File: config.mk
export PLATFORM = sky130hd
export DESIGN_NAME = div_tick_monitor_flat
export DESIGN_NICKNAME = d
export VERILOG_FILES = /design/src/rtl/div_mon_pkg.sv /design/src/rtl/div_tick_monitor_if.sv /design/src/rtl/div_edge_sampler.sv /design/src/rtl/div_tick_monitor.sv /design/src/flat_wrapper.sv
export SDC_FILE = /design/constraint.sdc
export NUM_CORES = 1
export LEC_CHECK = 0
export ABC_AREA = 1
export CORE_ASPECT_RATIO = 1.75
export CORE_MARGIN = 2
export CORE_UTILIZATION = 60
export CTS_BUF_LIST = sky130_fd_sc_hd__clkbuf_4 sky130_fd_sc_hd__clkbuf_8
export DETAILED_ROUTE_END_ITERATION = 7
export PLACE_DENSITY = 0.91
export SLEW_MARGIN = 20
export SYNTH_ARGS = -nofsm -noshare
export SYNTH_HDL_FRONTEND = slang
export SYNTH_SLANG_ARGS = --single-unit
File: constraint.sdc
create_clock -name clk -period 3.9 [get_ports clk]
set_clock_uncertainty 0.05 [all_clocks]
set_input_delay 0.585 -clock clk [delete_from_list [all_inputs] [get_ports clk]]
set_output_delay 0.585 -clock clk [all_outputs]
set_load 0.02 [all_outputs]
File: src/rtl/div_mon_pkg.sv
// Shared types and constants for the clk_div tick monitor.
// Defining DIV_SYNC_EN adds a two-flop synchroniser ahead of the edge sampler.
package div_mon_pkg;

  typedef enum logic [1:0] {
    StIdle    = 2'd0,
    StAcquire = 2'd1,
    StTrack   = 2'd2,
    StStall   = 2'd3
  } mon_state_e;

`ifdef DIV_SYNC_EN
  localparam int unsigned SYNC_STAGES = 2;
`else
  localparam int unsigned SYNC_STAGES = 0;
`endif

  // All-ones value of a w-bit counter: the saturation point of period and per_cnt.
  function automatic int unsigned cnt_max(int unsigned w);
    return (32'd1 << w) - 32'd1;
  endfunction

endpackage

File: src/rtl/div_tick_monitor_if.sv
// Signal bundle between the clk_div source/consumer side (master) and the monitor (slave).
interface div_tick_monitor_if #(
  parameter int unsigned CNT_W = 8
) ();

  logic             en;
  logic             clk_div;
  logic             rise_tick;
  logic             fall_tick;
  logic [CNT_W-1:0] period;
  logic             period_valid;
  logic             stall;
  logic [CNT_W-1:0] edge_cnt;

  modport master (
    output en, clk_div,
    input  rise_tick, fall_tick, period, period_valid, stall, edge_cnt
  );

  modport slave (
    input  en, clk_div,
    output rise_tick, fall_tick, period, period_valid, stall, edge_cnt
  );

endinterface

File: src/rtl/div_edge_sampler.sv
// Samples clk_div as data and flags its rising/falling edges combinationally.
// With DIV_SYNC_EN (via SYNC_STAGES) a synchroniser chain precedes the s1/s2 pair.
module div_edge_sampler
  import div_mon_pkg::*;
(
  input  logic clk,
  input  logic rst,
  input  logic clk_div,
  output logic rise,
  output logic fall
);

  logic samp_in;
  logic s1_q;
  logic s2_q;

  if (SYNC_STAGES > 0) begin : g_sync
    logic [SYNC_STAGES-1:0] sync_q;
    always_ff @(posedge clk or posedge rst) begin
      if (rst) sync_q <= '0;
      else     sync_q <= {sync_q[SYNC_STAGES-2:0], clk_div};
    end
    assign samp_in = sync_q[SYNC_STAGES-1];
  end else begin : g_nosync
    assign samp_in = clk_div;
  end

  always_ff @(posedge clk or posedge rst) begin
    if (rst) begin
      s1_q <= 1'b0;
      s2_q <= 1'b0;
    end else begin
      s1_q <= samp_in;
      s2_q <= s1_q;
    end
  end

  assign rise = s1_q & ~s2_q;
  assign fall = ~s1_q & s2_q;

endmodule

File: src/rtl/div_tick_monitor.sv
// Turns a sampled clk_div into rise/fall enable ticks, measures its period and flags stalls.
// Optional DIV_SYNC_EN adds two synchroniser flops in the sampler (period values unchanged).
module div_tick_monitor
  import div_mon_pkg::*;
#(
  parameter int unsigned CNT_W      = 8,
  parameter int unsigned MAX_PERIOD = 16
) (
  input logic               clk,
  input logic               rst,
  div_tick_monitor_if.slave bus
);

  localparam int unsigned       IdleW   = $clog2(MAX_PERIOD + 1);
  localparam logic [CNT_W-1:0]  CntMax  = CNT_W'(cnt_max(CNT_W));
  localparam logic [IdleW-1:0]  IdleSat = IdleW'(MAX_PERIOD);
  localparam logic [IdleW-1:0]  IdleTo  = IdleW'(MAX_PERIOD - 1);

  logic rise;
  logic fall;
  logic timeout;

  mon_state_e       state_q, state_d;
  logic [IdleW-1:0] idle_q, idle_d;
  logic [CNT_W-1:0] per_q, per_d;
  logic [CNT_W-1:0] period_q, period_d;
  logic [CNT_W-1:0] edge_q, edge_d;
  logic             valid_q, valid_d;
  logic             rise_tick_q, rise_tick_d;
  logic             fall_tick_q, fall_tick_d;
  logic [CNT_W:0]   per_plus;
  logic [CNT_W-1:0] period_new;

  div_edge_sampler u_sampler (
    .clk     (clk),
    .rst     (rst),
    .clk_div (bus.clk_div),
    .rise    (rise),
    .fall    (fall)
  );

  assign timeout    = (idle_q == IdleTo) && !rise && !fall;
  assign per_plus   = {1'b0, per_q} + (CNT_W + 1)'(1);
  // Carry out means per_q was already saturated.
  assign period_new = per_plus[CNT_W] ? CntMax : per_plus[CNT_W-1:0];

  always_comb begin
    state_d     = state_q;
    idle_d      = idle_q;
    per_d       = per_q;
    period_d    = period_q;
    edge_d      = edge_q;
    valid_d     = valid_q;
    rise_tick_d = rise & bus.en & (state_q != StIdle);
    fall_tick_d = fall & bus.en & (state_q != StIdle);

    if (rise || fall)       idle_d = '0;
    else if (idle_q != IdleSat) idle_d = idle_q + IdleW'(1);

    if (rise)                per_d = '0;
    else if (per_q != CntMax) per_d = per_q + CNT_W'(1);

    if (!bus.en) begin
      // Disable wins over any same-cycle edge: everything returns to zero.
      state_d  = StIdle;
      idle_d   = '0;
      per_d    = '0;
      period_d = '0;
      edge_d   = '0;
      valid_d  = 1'b0;
    end else begin
      unique case (state_q)
        StIdle: begin
          state_d = StAcquire;
          idle_d  = '0;
          per_d   = '0;
        end
        StAcquire: begin
          if (rise) begin
            state_d = StTrack;
            edge_d  = edge_q + CNT_W'(1);
          end else if (timeout) begin
            state_d = StStall;
          end
        end
        StTrack: begin
          if (rise) begin
            period_d = period_new;
            valid_d  = 1'b1;
            edge_d   = edge_q + CNT_W'(1);
          end else if (timeout) begin
            state_d = StStall;
            valid_d = 1'b0;
          end
        end
        StStall: begin
          // Leaving stall restarts timing; period_valid waits for a full period.
          if (rise) begin
            state_d = StTrack;
            edge_d  = edge_q + CNT_W'(1);
          end
        end
        default: state_d = StIdle;
      endcase
    end
  end

  always_ff @(posedge clk or posedge rst) begin
    if (rst) begin
      state_q     <= StIdle;
      idle_q      <= '0;
      per_q       <= '0;
      period_q    <= '0;
      edge_q      <= '0;
      valid_q     <= 1'b0;
      rise_tick_q <= 1'b0;
      fall_tick_q <= 1'b0;
    end else begin
      state_q     <= state_d;
      idle_q      <= idle_d;
      per_q       <= per_d;
      period_q    <= period_d;
      edge_q      <= edge_d;
      valid_q     <= valid_d;
      rise_tick_q <= rise_tick_d;
      fall_tick_q <= fall_tick_d;
    end
  end

  assign bus.rise_tick    = rise_tick_q;
  assign bus.fall_tick    = fall_tick_q;
  assign bus.period       = period_q;
  assign bus.period_valid = valid_q;
  assign bus.stall        = (state_q == StStall);
  assign bus.edge_cnt     = edge_q;

endmodule

File: src/flat_wrapper.sv
// flat-port wrapper written by rule: the top's interface ports become plain ports
module div_tick_monitor_flat import div_mon_pkg::*;
#(
  parameter int unsigned CNT_W      = 8,
  parameter int unsigned MAX_PERIOD = 16
)
  (clk, rst, bus_en, bus_clk_div, bus_rise_tick, bus_fall_tick, bus_period, bus_period_valid, bus_stall, bus_edge_cnt);
  div_tick_monitor_if #(.CNT_W(CNT_W)) bus_i ();
  input logic clk;
  input logic rst;
  input wire logic [$bits(bus_i.en)-1:0] bus_en;
  input wire logic [$bits(bus_i.clk_div)-1:0] bus_clk_div;
  output wire logic [$bits(bus_i.rise_tick)-1:0] bus_rise_tick;
  output wire logic [$bits(bus_i.fall_tick)-1:0] bus_fall_tick;
  output wire logic [$bits(bus_i.period)-1:0] bus_period;
  output wire logic [$bits(bus_i.period_valid)-1:0] bus_period_valid;
  output wire logic [$bits(bus_i.stall)-1:0] bus_stall;
  output wire logic [$bits(bus_i.edge_cnt)-1:0] bus_edge_cnt;
  assign bus_i.en = bus_en;
  assign bus_i.clk_div = bus_clk_div;
  assign bus_rise_tick = bus_i.rise_tick;
  assign bus_fall_tick = bus_i.fall_tick;
  assign bus_period = bus_i.period;
  assign bus_period_valid = bus_i.period_valid;
  assign bus_stall = bus_i.stall;
  assign bus_edge_cnt = bus_i.edge_cnt;
  div_tick_monitor #(.CNT_W(CNT_W), .MAX_PERIOD(MAX_PERIOD)) u_core (.clk(clk), .rst(rst), .bus(bus_i));
endmodule
-- Word-level counts from Yosys, hierarchy flattened
Index checks and enable logic that the tools add are counted.
- register bits after elaboration: 36
- latch bits: 0
- memory bits (writable): 0
- memory bits (read-only): 0
- bits of input ports: 4
- output and inout bits: 20
- logic and storage cells: 73
- memories kept: 0
- $add $sub $neg: 4
- $mul: 0
- div/mod/pow operators: 0
- magnitude comparators: 0
- equal/unequal tests: 14
- shifts and indexed selects: 0
- muxes and demuxes: 25
- bitwise logic cells: 8
- reduce and logical (&&, ||, !) cells: 12
- operators with widths (operator ; number):
    $mux 8 ; 11
    $mux 5 ; 4
    $add 8x1->8 const B ; 2
    $mux 2 ; 5
    $add 8x1->9 const B ; 1
    $ne 4x1->1 const B ; 2
    $ne 8x8->1 const B ; 1
    $pmux 2 s4 ; 1
    $reduce_and 2->1 ; 4
    $and 1x1->1 ; 6
    $add 5x1->5 const B ; 1
    $eq 5x4->1 const B ; 1
    $ne 5x5->1 const B ; 1
    $eq 2x2->1 const B ; 2
    $mux 1 ; 4
    $ne 2x1->1 const B ; 2
    $ne 3x1->1 const B ; 1
    $ne 3x2->1 const B ; 1
    $ne 3x3->1 const B ; 1
    $reduce_or 3->1 ; 1
    $eq 2x1->1 const B ; 1
    $logic_and 1x1->1 ; 2
    $logic_not 1->1 ; 2
    $logic_not 2->1 ; 1
    other kinds (4) ; 5

-- Logic depth before layout (Yosys ltp)
Gate-level depths: netlist (run 1).
- depth after elaboration: 9
- depth in mapped cells: 9
- gate-level depth less buffers: 9

-- Hierarchy
A second synthesis (run 1) with hierarchy kept.
- cell total of the unflattened synthesis: 221
- area total of the unflattened synthesis: 1860.5 um^2
- modules (own cells, without submodules) (module ; instances ; cells an instance ; area each (um^2) ; sequential area each (um^2)):
    div_tick_monitor ; 1 ; 214 ; 1791.7 ; 850.8
    div_edge_sampler ; 1 ; 7 ; 68.8 ; 50.0

-- Least setup slack after synthesis (run 1)
Ideal clock, no wire load.
- kind: register to register
- start point: register u_core.per_q[0]
- end point: register u_core.per_q[5]
- library setup time: 0.119 ns
- arrival: 1.173 ns
- data required time: 3.731 ns
- path slack: 2.558 ns
- stages on the path, launching flop included: 8
- path buffers: 1
- clock period less this slack: 1.342 ns
- cells stage by stage: dfrtp_1 -> ha_1 -> nand2_4 -> nor2_4 -> nand3_2 -> buf_6 -> nand3_2 -> and2_1
- cells in the longest elaborated chain, start to end: 5
- elaborated cells on any way between the ends: 7
- classes of those cells: 1 x add/sub; 2 x eq/ne; 4 x mux
- ends and longest elaborated chain (item ; line ; text):
    start: declaration ; div_tick_monitor.sv:25 ; logic [CNT_W-1:0] per_q, per_d;
    start signal: assignment ; div_tick_monitor.sv:121 ; per_q <= per_d;
    $add 8x1->8 ; div_tick_monitor.sv:61 ; else if (per_q != CntMax) per_d = per_q + CNT_W'(1);
    $mux 8 ; div_tick_monitor.sv:61 ;
    $mux 8 ; div_tick_monitor.sv:60 ; if (rise) per_d = '0;
    $mux 8 ; div_tick_monitor.sv:72 ; unique case (state_q)
    $mux 8 ; div_tick_monitor.sv:63 ; if (!bus.en) begin
Several ways; a longest one is shown, not always the timed one. The select of a mux whose other input is x is not followed.
A chain may end at the register's enable or synchronous reset.

-- Worst setup path after layout (run 1)
- start point: register u_core.state_q[0]
- end point: output port bus_stall
- cells in the longest elaborated chain, start to end: 1
- ends and longest elaborated chain (item ; line ; text):
    start: declaration ; div_tick_monitor.sv:23 ; mon_state_e state_q, state_d;
    start signal: assignment ; div_tick_monitor.sv:110 ; state_q <= StIdle;
    start signal: assignment ; div_tick_monitor.sv:119 ; state_q <= state_d;
    $eq 2x2->1 ; div_tick_monitor.sv:134 ; assign bus.stall = (state_q == StStall);
    end: declaration ; flat_wrapper.sv:17 ; output wire logic [$bits(bus_i.stall)-1:0] bus_stall;
No other way between the ends.

==> run_results.csv, run 1 <==
group,metric,value,unit
run_status,status,"finished, final reports clean",
global_routing,grt_pass1_wl,6240,um
synth,ys_top_cells_by_area,"dfrtp_1 (50%), nand2_1 (13%), inv_1 (6.0%), ha_1 (4.8%), nand3_1 (3.3%)",
global_routing,antenna_found_initial,0,
synth,synth_ff_type,"dfrtp_1",
final_layout,multi_input_area,776,um^2
route,ant_nets,0,
synth,yosys_warnings,0,
setup_path,cp.required,3260,ps
global_routing,grt_pass1_vias,1512,
setup_path,critPathMaxFanout,4,
synth,ys_top_cells_by_count,"nand2_1 (64), dfrtp_1 (36), inv_1 (29)",
die,die_y,76.8,um
route,drt-pass1-iter-count,4,
synth,syn_nets,225,
clock_network,clockBufferDepth,2,
final_layout,fin_nets,255,
timing,relSlewSlack,70.6,%
pwr,leakage,0.00115,uW
die,die_w,45.6,um
die,dieArea,0.00350,mm^2
clock_network,clk_pin_slew,70,ps
die,io_pins,24,
timing,drv_slew,0,
clock_network,cts-resized-gates,0,
global_routing,overflow,0,
route,wl_per_cell,12.6,um
die,rows,26,
synth,synth_largest_area_cell,"dfrtp_1",
synth,yosysUniqueCellTypes,27,
route,via_per_inst,5.24,
die,initial_core_util,62.7,%
clock_network,cts_inserted_buffers,5,
final_layout,n_fill_cell,207,
final_layout,diodes,0,
clock_network,cts_tree,"yes",
clock_network,root_buffer,"clkbuf_8",
setup_path,arrival,1460,ps
synth,synthArstFlopShare,100,%
worst_hold_path,hold_path_class,"reg2reg",
flow_run,cap_violations,0,
pwr,peakVddDrop,0.000314,V
timing,setup_viol,0,
timing,hold_violations,0,
placement,gp_congestion,0.799,
route,drt_iter0_markers,39,
final_layout,drive_gt1_share,12.2,%
route,wl,3450,um
setup_path,cp-end-kind,"primary output",
final_layout,final_cell_area,0.00217,mm^2
synth,yosysMostFrequentCell,"nand2_1",
timing,fin_crit_sh,53.7,%
global_routing,grt_usage,24.5,%
synth,synth_edf_count,0,
clock_network,clock_latency,300,ps
pwr,p_per_area,327,mW/mm^2
clock_network,post_cts_buffers,0,
timing,finalSetupTns,0,ps
timing,rsz0062_at_grt,"no",
synth,synth_top_area_share,49.6,%
synth,synth_area,0.00182,mm^2
die,core-area,0.00290,mm^2
final_layout,syn2layout_area_growth,19.5,%
placement,dp_hpwl,2550,um
clock_network,htreeDepth,2,
placement,placed_area,0.00208,mm^2
setup_path,worstSetupPathType,"reg2out",
route,route.detailed.drc,0,
synth,ys_ff_latch,36,
route,vias,1431,
synth,syn_inst,214,
clock_network,ctsHoldBuffers,0,
synth,seq_area_frac_synth,49.6,%
clock_network,cts_num_sinks,36,
synth,avgSynthCellArea,8.48,um^2
setup_path,cp-start-kind,"flop",
global_routing,grt_max_degree,37,
final_layout,regArea,901,um^2
timing,worst_slew_pin_slew,441,ps
timing,final.min_clock_period,2100,ps
timing,max_freq,477,MHz
final_layout,fin_util,74.9,%
placement,io_buffers,23,
## sequential cells by signal, summed over array words and instances, names as in the netlist, 2 cells and up
register and flops:
u_core.idle_q 5, u_core.per_q 8, u_core.state_q 2, u_core.bus.period 8
u_core.bus.edge_cnt 8
## critical path: stages, from the launching register on
cell             delay, ps
dfrtp_1                440
nand2_1                 80
inv_1                   60
clkdlybuf4s50_1        590
## cells by family after synthesis
kind of cell	synth area share [%]
compound gates	6.69
xor+xnor	2.41
fa+ha+maj	4.82
buf+inv	7.65
flops	49.6
simple gates	28.8
## routing by layer
layer	GRT usage [%]	vias to the layer above	routed length, um
li1	-	726	-
met5	0	-	0
met4	15.0	0	139
met2	40.6	26	1910
met3	7.53	12	115
met1	25.3	667	1290
## final cells by class
type / instances / share of cell area [%]
inverter: 34 / 5.88
timing repair buffer: 24 / 11.0
multi-input combinational: 143 / 35.8
clock inverter: 2 / 0.461
clock buffer: 6 / 3.81
tap: 28 / 1.61
sequential: 36 / 41.5
## power breakdown
part / leakage, uW / total, uW / switching, uW / internal (uW)
sequential: 0.000494 / 385 / 6.39 / 379
clock: 0.0000510 / 276 / 135 / 141
combinational: 0.000608 / 47.8 / 31.9 / 15.9
total: 0.00115 / 709 / 173 / 536
## path summary, 6_finish.rpt
path                                            start                     to  slack, ps  cells after the start
max in group asynchronous                         rst   u_core.bus.period[3]       2850                      3
worst max register to register        u_core.per_q[0]   u_core.bus.period[2]       2350                      7
worst min register to register  u_core.u_sampler.s1_q  u_core.u_sampler.s2_q        370                      0
worst max-delay path                u_core.state_q[0]              bus_stall       1800                      3
min in group asynchronous                         rst   u_core.bus.period[5]        630                      3
worst min-delay path            u_core.u_sampler.s1_q  u_core.u_sampler.s2_q        370                      0
## through the flow
stage          hold slack [ps]  worst slack (ps)  total power, uW  instances
2_1_floorplan              330              2460              424        214
3_3_place_gp               341              2030              439        265
3_5_place_dp               361              1990              440        265
4_1_cts                    374              1790              714        273
5_1_grt                    400              1710              733        273
6_report                   375              1800              709        273
## cells in the final DEF (no fill, tap or decap), drive strengths merged
master and count:
a21o 1, a21oi 6, and2 1, buf 1, clkbuf 6, clkdlybuf4s50 23
clkinv 2, dfrtp 36, ha 7, inv 34, nand2 69, nand3 15
nand4 1, nor2 20, nor3 3, o21ai 13, o21bai 1, o31ai 1
xnor2 1, xor2 4
Power figures use the tool's default switching activity.
==> run 2, diff against run 1 <==
Settings changed: CORE_UTILIZATION 60 to 56, PLACE_DENSITY 0.91 to 0.86.
Clock period 3.9 ns to 2.1 ns, I/O delays scaled along.
==> run_results.csv, run 2 (synthesis results as in run 1) <==
group,metric,value,unit
setup_path,slowest_delay,600,ps
die,core-area,0.00311,mm^2
setup_path,rrSetupSlack,500,ps
clock_network,cts_tree,"yes",
timing,final.min_clock_period,1850,ps
pwr,leakage,0.00118,uW
timing,drv_slew,0,
clock_network,cts-resized-gates,0,
clock_network,root_buffer,"clkbuf_8",
placement,gp_congestion,0.821,
die,die_y,79.3,um
final_layout,syn2layout_area_growth,24.2,%
flow_run,cap_violations,0,
die,io_pins,24,
route,route.detailed.drc,0,
final_layout,diodes,0,
setup_path,cp-endpoint,"bus_stall",
clock_network,post_cts_buffers,0,
route,drt-pass1-iter-count,4,
global_routing,grt_usage,21.9,%
final_layout,drive_gt1_share,12.2,%
route,wl,3360,um
setup_path,cp-start-kind,"flop",
placement,io_buffers,23,
route,drt_iter0_markers,36,
setup_path,critPathLaunch,"u_core.state_q[0]",
final_layout,layout_common_cells,"nand2_1 (64), dfrtp_1 (36), inv_1 (29), clkdlybuf4s50_1 (23), nor2_1 (14)",
setup_path,worstSetupPathType,"reg2out",
route,wl_per_cell,11.7,um
route,ant_nets,0,
die,rows,27,
run_status,status,"finished, final reports clean",
clock_network,ctsHoldBuffers,0,
pwr,peakVddDrop,0.000783,V
die,die_w,47.0,um
die,dieArea,0.00373,mm^2
timing,rsz0062_at_grt,"no",
global_routing,overflow,0,
timing,max_freq,540,MHz
pwr,p_per_area,729,mW/mm^2
timing,worst_slew_pin_slew,434,ps
global_routing,antenna_found_initial,0,
setup_path,cp-end-kind,"primary output",
clock_network,clock_latency,290,ps
placement,dp_hpwl,2530,um
clock_network,clk_pin_slew,80,ps
route,via_per_inst,5.04,
timing,relSlewSlack,71.1,%
setup_path,critical_path_cell_count,3,
setup_path,r2r-start,"u_core.per_q[0]",
final_layout,fin_util,72.5,%
clock_network,htreeDepth,2,
setup_path,cp.required,1740,ps
setup_path,reg2reg_depth,7,
final_layout,final_common_cell,"nand2_1",
clock_network,clockBufferDepth,2,
global_routing,grt_pass1_wl,5890,um
final_layout,fin_nets,255,
setup_path,critPathMaxFanout,4,
worst_hold_path,hold_path_class,"in2async",
timing,setup_viol,0,
setup_path,crit_buf_inv,2,
timing,fin_crit_sh,88.1,%
clock_network,cts_inserted_buffers,5,
global_routing,grt_pass1_vias,1458,
global_routing,grt_max_degree,37,
setup_path,slowest_stage,"clkdlybuf4s50_1",
setup_path,arrival,1490,ps
clock_network,cts_num_sinks,36,
die,initial_core_util,58.4,%
setup_path,path_cells,"nand2_1, inv_1, clkdlybuf4s50_1",
timing,finalSetupTns,0,ps
setup_path,r2r_end,"u_core.bus.period[2]",
setup_path,path_delay_family,"buffers and inverters",
timing,hold_violations,0,
route,vias,1452,
## run 2: how the worst min path moves through the flow
stage | startpoint | to | slack, ps
after floorplan | bus_clk_div | u_core.u_sampler.s1_q | 300
after global placement | u_core.u_sampler.s1_q | u_core.u_sampler.s2_q | 340
after detailed placement | u_core.u_sampler.s1_q | u_core.u_sampler.s2_q | 340
after CTS | u_core.u_sampler.s1_q | u_core.u_sampler.s2_q | 360
after global routing | u_core.u_sampler.s1_q | u_core.u_sampler.s2_q | 390
final | rst | u_core.bus.period[4] | 360
## run 2: area by class of cell
cell class	count	area, um^2
Sequential cell	36	901
Clock buffer	5	68.8
Clock inverter	3	90.1
Inverter	34	128
Tap cell	43	53.8
Fill cell	252	853
Timing Repair Buffer	24	238
Multi-Input combinational cell	143	776
## run 2: where the power goes
group	switching [uW]	internal (uW)
Combinational	58.8	29.4
Sequential	11.4	703
Clock	246	594
Total	316	1330
## run 2: stage by stage
stage	std cells	power (uW)	area [um^2]	hold WS, ps	setup WS, ps
after detailed placement	280	818	2100	344	473
after global routing	288	1700	2250	390	193
after floorplan	214	787	1820	296	758
after CTS	288	1650	2250	363	237
final	288	1640	2250	358	249
after global placement	280	815	2100	341	508
## run 2: tightest hold or removal path, cell delays in order
cell,delay [ps]
clkdlybuf4s50_1,390
inv_1,50
buf_4,370
## run 2: routing by layer
metal / global-route usage, % / routed length [um]
met1: 24.0 / 1270
met2: 36.4 / 1880
met4: 11.7 / 112
met5: 0 / 0
met3: 5.91 / 100
